<file path="src/rtl/aes_req_arbiter.sv">
// rtl/aes_req_arbiter.sv - two-requester round-robin front end for a shared AES core
//
// Purpose: accepts one AES request at a time from two requesters, issues it to
// the shared core, waits (bounded by TIMEOUT) for completion and hands the
// ciphertext or an error back to the requester that won arbitration.
//
// Ports:
//   clk, rst_n                 clock, asynchronous active-low reset
//   req0/1, data0/1, key0/1,   request, plaintext, MSB-aligned key and key size
//   mode0/1                    (1=128, 2=192, 3=256, 0=illegal) per requester
//   gnt0/1                     one-cycle acceptance pulse per requester
//   core_start                 one-cycle start pulse to the core
//   core_in, core_key,         latched operands driven to the core
//   core_mode
//   core_done, core_out        core completion pulse and ciphertext
//   rsp_valid0/1, rsp_ready0/1 per-requester response handshake
//   rsp_data, rsp_err          shared response payload and error flag

module aes_req_arbiter #(
    parameter int TIMEOUT = 64
) (
    input  logic         clk,
    input  logic         rst_n,
    input  logic         req0,
    input  logic         req1,
    input  logic [127:0] data0,
    input  logic [127:0] data1,
    input  logic [255:0] key0,
    input  logic [255:0] key1,
    input  logic [1:0]   mode0,
    input  logic [1:0]   mode1,
    output logic         gnt0,
    output logic         gnt1,
    output logic         core_start,
    output logic [127:0] core_in,
    output logic [255:0] core_key,
    output logic [1:0]   core_mode,
    input  logic         core_done,
    input  logic [127:0] core_out,
    output logic         rsp_valid0,
    output logic         rsp_valid1,
    input  logic         rsp_ready0,
    input  logic         rsp_ready1,
    output logic [127:0] rsp_data,
    output logic         rsp_err
);

    typedef enum logic [1:0] {
        IDLE  = 2'd0,
        ISSUE = 2'd1,
        WAIT  = 2'd2,
        RESP  = 2'd3
    } state_t;

    // Counter value on the last permitted WAIT cycle.
    localparam logic [7:0] WAIT_LAST = 8'(TIMEOUT - 1);

    state_t     state;
    state_t     state_nxt;
    logic       winner;
    logic       last_winner;
    logic [7:0] wait_cnt;
    logic       pick;
    logic       owner_ready;
    logic       wait_expired;

    // Round robin: on a tie the requester that did not win last time goes first;
    // a lone requester always wins.
    always_comb begin
        pick = 1'b0;
        if (req0 && req1) begin
            pick = ~last_winner;
        end else begin
            pick = req1;
        end
    end

    assign owner_ready  = winner ? rsp_ready1 : rsp_ready0;
    assign wait_expired = (wait_cnt == WAIT_LAST);

    // State register
    always_ff @(posedge clk or negedge rst_n) begin
        if (!rst_n) begin
            state <= IDLE;
        end else begin
            state <= state_nxt;
        end
    end

    // Next-state logic; core_done beats the timeout when both land together.
    always_comb begin
        state_nxt = state;
        case (state)
            IDLE:  if (req0 || req1) state_nxt = ISSUE;
            ISSUE: state_nxt = (core_mode != 2'd0) ? WAIT : RESP;
            WAIT:  if (core_done || wait_expired) state_nxt = RESP;
            RESP:  if (owner_ready) state_nxt = IDLE;
            default: state_nxt = IDLE;
        endcase
    end

    // Outputs decoded from state and the latched owner
    always_comb begin
        gnt0       = 1'b0;
        gnt1       = 1'b0;
        core_start = 1'b0;
        rsp_valid0 = 1'b0;
        rsp_valid1 = 1'b0;
        if (state == ISSUE) begin
            gnt0       = ~winner;
            gnt1       = winner;
            core_start = (core_mode != 2'd0);
        end
        if (state == RESP) begin
            rsp_valid0 = ~winner;
            rsp_valid1 = winner;
        end
    end

    // Datapath: operand latch, wait counter, response capture, fairness pointer.
    // Operands stay on core_* until the next acceptance so the core may sample late.
    always_ff @(posedge clk or negedge rst_n) begin
        if (!rst_n) begin
            winner      <= 1'b0;
            last_winner <= 1'b1;
            wait_cnt    <= 8'd0;
            core_in     <= 128'd0;
            core_key    <= 256'd0;
            core_mode   <= 2'd0;
            rsp_data    <= 128'd0;
            rsp_err     <= 1'b0;
        end else begin
            case (state)
                IDLE: begin
                    if (req0 || req1) begin
                        winner    <= pick;
                        core_in   <= pick ? data1 : data0;
                        core_key  <= pick ? key1  : key0;
                        core_mode <= pick ? mode1 : mode0;
                    end
                end
                ISSUE: begin
                    wait_cnt <= 8'd0;
                    if (core_mode == 2'd0) begin
                        rsp_data <= 128'd0;
                        rsp_err  <= 1'b1;
                    end
                end
                WAIT: begin
                    wait_cnt <= wait_cnt + 8'd1;
                    if (core_done) begin
                        rsp_data <= core_out;
                        rsp_err  <= 1'b0;
                    end else if (wait_expired) begin
                        rsp_data <= 128'd0;
                        rsp_err  <= 1'b1;
                    end
                end
                RESP: begin
                    if (owner_ready) begin
                        last_winner <= winner;
                    end
                end
                default: ;
            endcase
        end
    end

endmodule

</file>
<file path="config.mk">
export PLATFORM = sky130hd
export DESIGN_NAME = aes_req_arbiter
export DESIGN_NICKNAME = d
export VERILOG_FILES = /design/src/rtl/aes_req_arbiter.sv
export SDC_FILE = /design/constraint.sdc
export NUM_CORES = 1
export LEC_CHECK = 0
export ABC_AREA = 1
export CAP_MARGIN = 30
export CORE_AREA = 2 2 552 554
export CTS_BUF_LIST = sky130_fd_sc_hd__clkbuf_8 sky130_fd_sc_hd__clkbuf_16
export CTS_CLUSTER_DIAMETER = 60
export DETAILED_ROUTE_END_ITERATION = 8
export DIE_AREA = 0 0 554 556
export GPL_ROUTABILITY_DRIVEN = 1
export GPL_TIMING_DRIVEN = 1
export PLACE_DENSITY = 0.3
export SETUP_SLACK_MARGIN = 0.02
export SYNTH_ARGS = -nofsm -noshare
export SYNTH_HDL_FRONTEND = slang
export SYNTH_SLANG_ARGS = --single-unit
</file>
<file path="constraint.sdc">
create_clock -name clk -period 1.82 [get_ports clk]
set_input_delay 0.273 -clock clk [delete_from_list [all_inputs] [get_ports clk]]
set_output_delay 0.273 -clock clk [all_outputs]
set_load 0.02 [all_outputs]
</file>
==> impl_metrics.tcl, run 1 <==
set metrics [dict create \
    crit_fanout 3 \
    wl_per_cell_um 26.1 \
    violations "negative setup slack" \
    hold_viol_final 0 \
    max_stage_delay_ps 400 \
    synth.area.top_cells "dfrtp_1, nand2_1, nor2_1, o21ai_0, o21ai_1" \
    die_x_um 554 \
    chipHeight_um 556 \
    path_class "flop to output pin" \
    io_buffer_count 1426 \
    period_needed_ps 2060 \
    synth.top_cell.area_share_pct 54.8 \
    post-dp-hpwl_mm 188 \
    antenna_found_initial 161 \
    max_slew_margin_pct 65.1 \
    placed_area_sq_um 44200 \
    clk_latency_ps 790 \
    drive_gt1_share_pct 20.4 \
    path_cells "buf_6 > ha_4 > inv_4 > buf_6 > nor2_4 > buf_6" \
    worstRegToRegCells 10 \
    path_buf_inv 4 \
    wl_mm 226 \
    p_leak_nw 20.8 \
    cts_tree "done" \
    synth.distinct_cells 23 \
    synth_fa_ha_area_share_pct 0.313 \
    r2r_end "core_key[144]" \
    holdCritPathClass "input pin to flop" \
    grt_max_degree 60 \
    whs_path_depth 3 \
    grt_use_total_pct 14.1 \
    syn_avg_cell_area_sq_um 7.91 \
    power_density_nw_per_um2 1710 \
    grt_first_pass_wirelength_mm 294 \
    synth_top_family_by_area "simple AND/OR/NAND/NOR gates" \
    ioPinCount 1427 \
    crit_top_cell "buf_6" \
    status "finished, violations left" \
    coreArea_sq_um 302000 \
    maxCapViolations 0 \
    worstHoldStart "key1[85]" \
    critPathLaunchType "flop" \
    h-tree-depth 3 \
    cp_slowest_cell "dfrtp_1" \
    syn_inst 3035 \
    startpoint "state[0]" \
    cp-end-kind "output pin" \
    min_period_over_period_pct 113 \
    max-vdd-ir-drop_mv 0.854 \
    holdWs_ps 91.0 \
    synthMuxAreaShare_pct 0 \
    final_common_cell "clkdlybuf4s50_1" \
    drtIter0Drc 1499 \
    nets 5493 \
    cts_buffers 99 \
    ys.warnings.count 0 \
    synth_seq_cells 527 \
    gp_congestion 0.870 \
    firstDrtPassIters 5 \
    finalSetupViolCount 408 \
    ys_seq_area_share_pct 54.9 \
    worst_pin_slew_ps 521 \
    worst_hold_path.endpoint "core_key[85]" \
    finalMaxSlewViolations 0 \
    synth_top_area_cell "dfrtp_1" \
    numClockSinks 527 \
    ant_nets 0 \
    dieArea_sq_um 308000 \
    critical_path.top_delay_family "buffers and inverters" \
    timing.rr.start "state[0]" \
    cts.root.buffer_cell "clkbuf_16" \
    std_cell_rows 202 \
    synth_compound_area_share_pct 16.3 \
    vias 28742 \
    clk_pin_slew_ps 50 \
    syn_to_final_growth_pct 97.9 \
    final_cell_mix "clkdlybuf4s50_1, nand2_1, nor2_1, dfrtp_1, o21ai_0" \
    skew_ps 40.3 \
    synth_simple_gate_area_share_pct 21.9 \
    clock.fmax_mhz 485 \
    ctsLongestPathBuffers 4 \
    synth_area_sq_um 24000 \
    arrival_ps 1790 \
    drt-vias-per-instance 3.32 \
    rsz0062_at_grt "true" \
    crit_required_ps 1550 \
    grt_overflow_total 0 \
    synth_xor_area_share_pct 0 \
    place_ws_ps -682 \
    synthesis.nets 3948 \
    initial_core_util_pct 7.95 \
    setup_slack_ps -243 \
    fin_tns_setup_ps -22760 \
    drc_errors 0 \
    utilization_pct 15.7 \
    r2r_slack_ps -140 \
    fin_area_sq_um 47500 \
    first_global_vias 30058 \
]
==> per-stage QoR <==
stage                     total power, mW  cells
after detailed placement             64.3   8391
after floorplan                      38.8   3035
after global routing                 86.8   8646
after CTS                            82.7   8626
final                                81.3   8660
after global placement               64.4   8391
==> worst max path at each step <==
stage / to / slack (ps) / cells past startpoint
after detailed placement: core_key[170] / -680 / 8
after CTS: gnt1 / -340 / 6
after global placement: core_key[170] / -680 / 8
after global routing: rsp_valid0 / -350 / 5
after floorplan: rsp_data[117] / 30 / 10
final: gnt0 / -240 / 6
==> logic make-up after synthesis <==
logic type,count (synthesis)
compound gates,784
fa+ha+maj,6
buf+inv,368
flops,527
simple gates,1350
==> per-layer routing <==
metal,GRT usage (%),part of all wire [%],vias to the layer above
met5,0,0.25,-
met4,3.42,2.7,88
met3,5.77,9.7,376
met2,23.5,47,1327
met1,16.8,41,13992
li1,-,-,12959
==> tightest hold or removal path, delay by kind of cell <==
family          cells  cell delay, ps
compound gates      1              70
buf+inv             1             400
simple gates        1             100
==> layout make-up <==
type	count	area, sq um
fillers	34425	255000
repair buffers	1667	15800
flip-flops and latches	527	13200
multi-input cells	2141	9490
well taps	3978	4980
clock buffers	111	2640
clock inverters	65	722
inverters	144	586
diodes	27	67.6
==> report_power, final <==
group	switching [mW]	leakage [nW]	internal, mW
sequential	3.89	6.59	17.5
combinational	25.8	12.6	14.8
clock	7.35	1.68	12.0
==> synth_stat cells, drive strengths merged <==
cell type,count
o21ai,776
nand2,677
nor2,535
dfrtp,526
inv,144
nand3,135
buf,124
clkbuf,100
a21oi,8
ha,6
nor3,2
dfstp,1
nand3b,1
==> sequential cells by signal, summed over array words and instances, names as in the netlist <==
name and count:
rsp_err 1, state 2, winner 1, wait_cnt 8
core_mode 2, last_winner 1, rsp_data 128, core_key 256
core_in 128
==> timing repair <==
action / in CTS / in global routing
gates cloned: 7 / 5
setup endpoints to repair: 981 / 532
pin swaps: 4 / 1
gates resized for setup: 2120 / 11
hold endpoints to repair: 410 / 0
buffers inserted: 21 / 1
hold buffers: 31 / 0
Note: power is estimated with default switching activity, not from simulation.
==> run 2: changes to the inputs <==
==> constraint.sdc (replaced) <==
create_clock -name clk -period 1.82 [get_ports clk]
set_input_delay 0.182 -clock clk [delete_from_list [all_inputs] [get_ports clk]]
set_output_delay 0.182 -clock clk [all_outputs]
set_load 0.02 [all_outputs]
==> impl_metrics.tcl, run 2 (synthesis results as in run 1) <==
set metrics [dict create \
    power_mw 84.2 \
    clock.fmax_mhz 491 \
    top_register "core_key" \
    timing.rr.start "state[0]" \
    gp_congestion 0.862 \
    critical_path.top_delay_family "simple AND/OR/NAND/NOR gates" \
    grt_overflow_total 0 \
    std_cell_rows 202 \
    max_stage_delay_ps 380 \
    maxCapViolations 0 \
    nets 5889 \
    post-dp-hpwl_mm 189 \
    worst_pin_slew_ps 527 \
    die_x_um 554 \
    final_common_cell "clkdlybuf4s50_1" \
    violations "negative setup slack" \
    arrival_ps 2680 \
    drtIter0Drc 1704 \
    ioPinCount 1427 \
    seq_area_sq_um 13200 \
    max-vdd-ir-drop_mv 0.783 \
    path_class "flop to flop" \
    chipHeight_um 556 \
    path_cells "inv_1 > ha_1 > buf_4 > inv_1 > nor2_1 > nand2_4 > buf_12 > nand3_1 > nand2_1" \
    io_buffer_count 1426 \
    multi_input_area_sq_um 9390 \
    largest_reg_flops 256 \
    status "finished, violations left" \
    h-tree-depth 3 \
    cts_tree "done" \
    syn_to_final_growth_pct 118 \
    cp-end-kind "flop" \
    cts_buffers 99 \
    setup_slack_ps -216 \
    p_leak_nw 22.3 \
    skew_ps 68.0 \
    grt_first_pass_wirelength_mm 297 \
    grt_use_total_pct 14.2 \
    finalMaxSlewViolations 0 \
    coreArea_sq_um 302000 \
    grt_max_degree 78 \
    path_buf_inv 4 \
    wl_per_cell_um 25.5 \
    layoutNonFillerInstCount 9057 \
    hold_viol_final 0 \
    max_slew_margin_pct 64.9 \
    dp.cells 8405 \
    ant_nets 0 \
    clk_latency_ps 810 \
    holdCritPathClass "input pin to flop" \
    clk_pin_slew_ps 50 \
    crit_fanout 55 \
    final_cell_mix "clkdlybuf4s50_1, nand2_1, nor2_1, dfrtp_1, dlygate4sd3_1" \
    ctsLongestPathBuffers 4 \
    initial_core_util_pct 7.95 \
    drc_errors 0 \
    reg_top3 "core_key (256), core_in (128), rsp_data (128)" \
    worstHoldStart "key0[35]" \
    place_ws_ps -579 \
    dieArea_sq_um 308000 \
    firstDrtPassIters 5 \
    period_needed_ps 2040 \
    vias 30158 \
    cts.root.buffer_cell "clkbuf_16" \
    rsz0062_at_grt "true" \
    critPathLaunchType "flop" \
    numClockSinks 527 \
    fillers 34130 \
    finalSetupViolCount 692 \
    startpoint "state[0]" \
    first_global_vias 31741 \
    min_period_over_period_pct 112 \
    crit_required_ps 2470 \
    drt-vias-per-instance 3.33 \
    cp_slowest_cell "dfrtp_1" \
    antenna_found_initial 157 \
    power_density_nw_per_um2 1610 \
    drive_gt1_share_pct 12.4 \
    crit_top_cell "inv_1" \
    wl_mm 231 \
]
[run 2: cell type report]
cell class,instances,share of cell area [%]
inverter,144,1.11
timing repair inverter,1,0.0215
clock inverter,66,1.12
timing repair buffer,2063,39.9
sequential,527,25.2
antenna,28,0.134
multi-input combinational,2140,17.9
tap,3978,9.51
clock buffer,110,5.04
[run 2: worst register-to-register path, delay by kind of cell (launching register included)]
family	cells	cell delay (ps)
AND/OR/NAND/NOR	4	650
buffers and inverters	4	610
flip-flops	1	380
adder cells (fa/ha/maj)	1	220
[run 2: metal layers]
| layer | vias up | part of all wire (%) | GRT usage (%) |
|---|---|---|---|
| li1 | 13763 | - | - |
| met1 | 14592 | 40 | 16.3 |
| met2 | 1355 | 47 | 24.0 |
| met3 | 364 | 10 | 6.39 |
| met4 | 84 | 2.1 | 3.07 |
| met5 | - | 0.24 | 0 |
[run 2: power breakdown]
part	internal (mW)	switching (mW)	total, mW
sequential	17.5	3.93	21.4
combinational	17.6	26.4	44.0
clock	11.4	7.33	18.7
[run 2: timing repair]
action,in CTS,in global routing
hold endpoints to repair,855,0
hold buffers,412,0
cloned,3,20
endpoints found under the setup margin,1013,732
resized for setup,935,37
buffers inserted,8,5
pin swaps,6,5
[run 2: stage by stage]
step           area (sq um)  utilization (%)  hold WS [ps]  TNS, ps
6_report              52400             17.3          67.0   -78810
5_1_grt               52300             17.3          29.9  -163430
4_1_cts               51700             17.1        0.0665  -137210
3_5_place_dp          44300             14.7           459   -95770
3_3_place_gp          44300             14.7           454   -90700
2_1_floorplan         24000                -          -114        0
[run 2: final timing paths]
path / end / cells after the start / slack [ps]
max in group asynchronous: core_in[75] / 3 / 950
min in group asynchronous: rsp_data[95] / 3 / 270
worst max-delay path: rsp_data[96] / 9 / -220
worst min-delay path: core_key[35] / 3 / 70
worst max register to register: rsp_data[96] / 9 / -220
worst min register to register: rsp_data[1] / 2 / 470
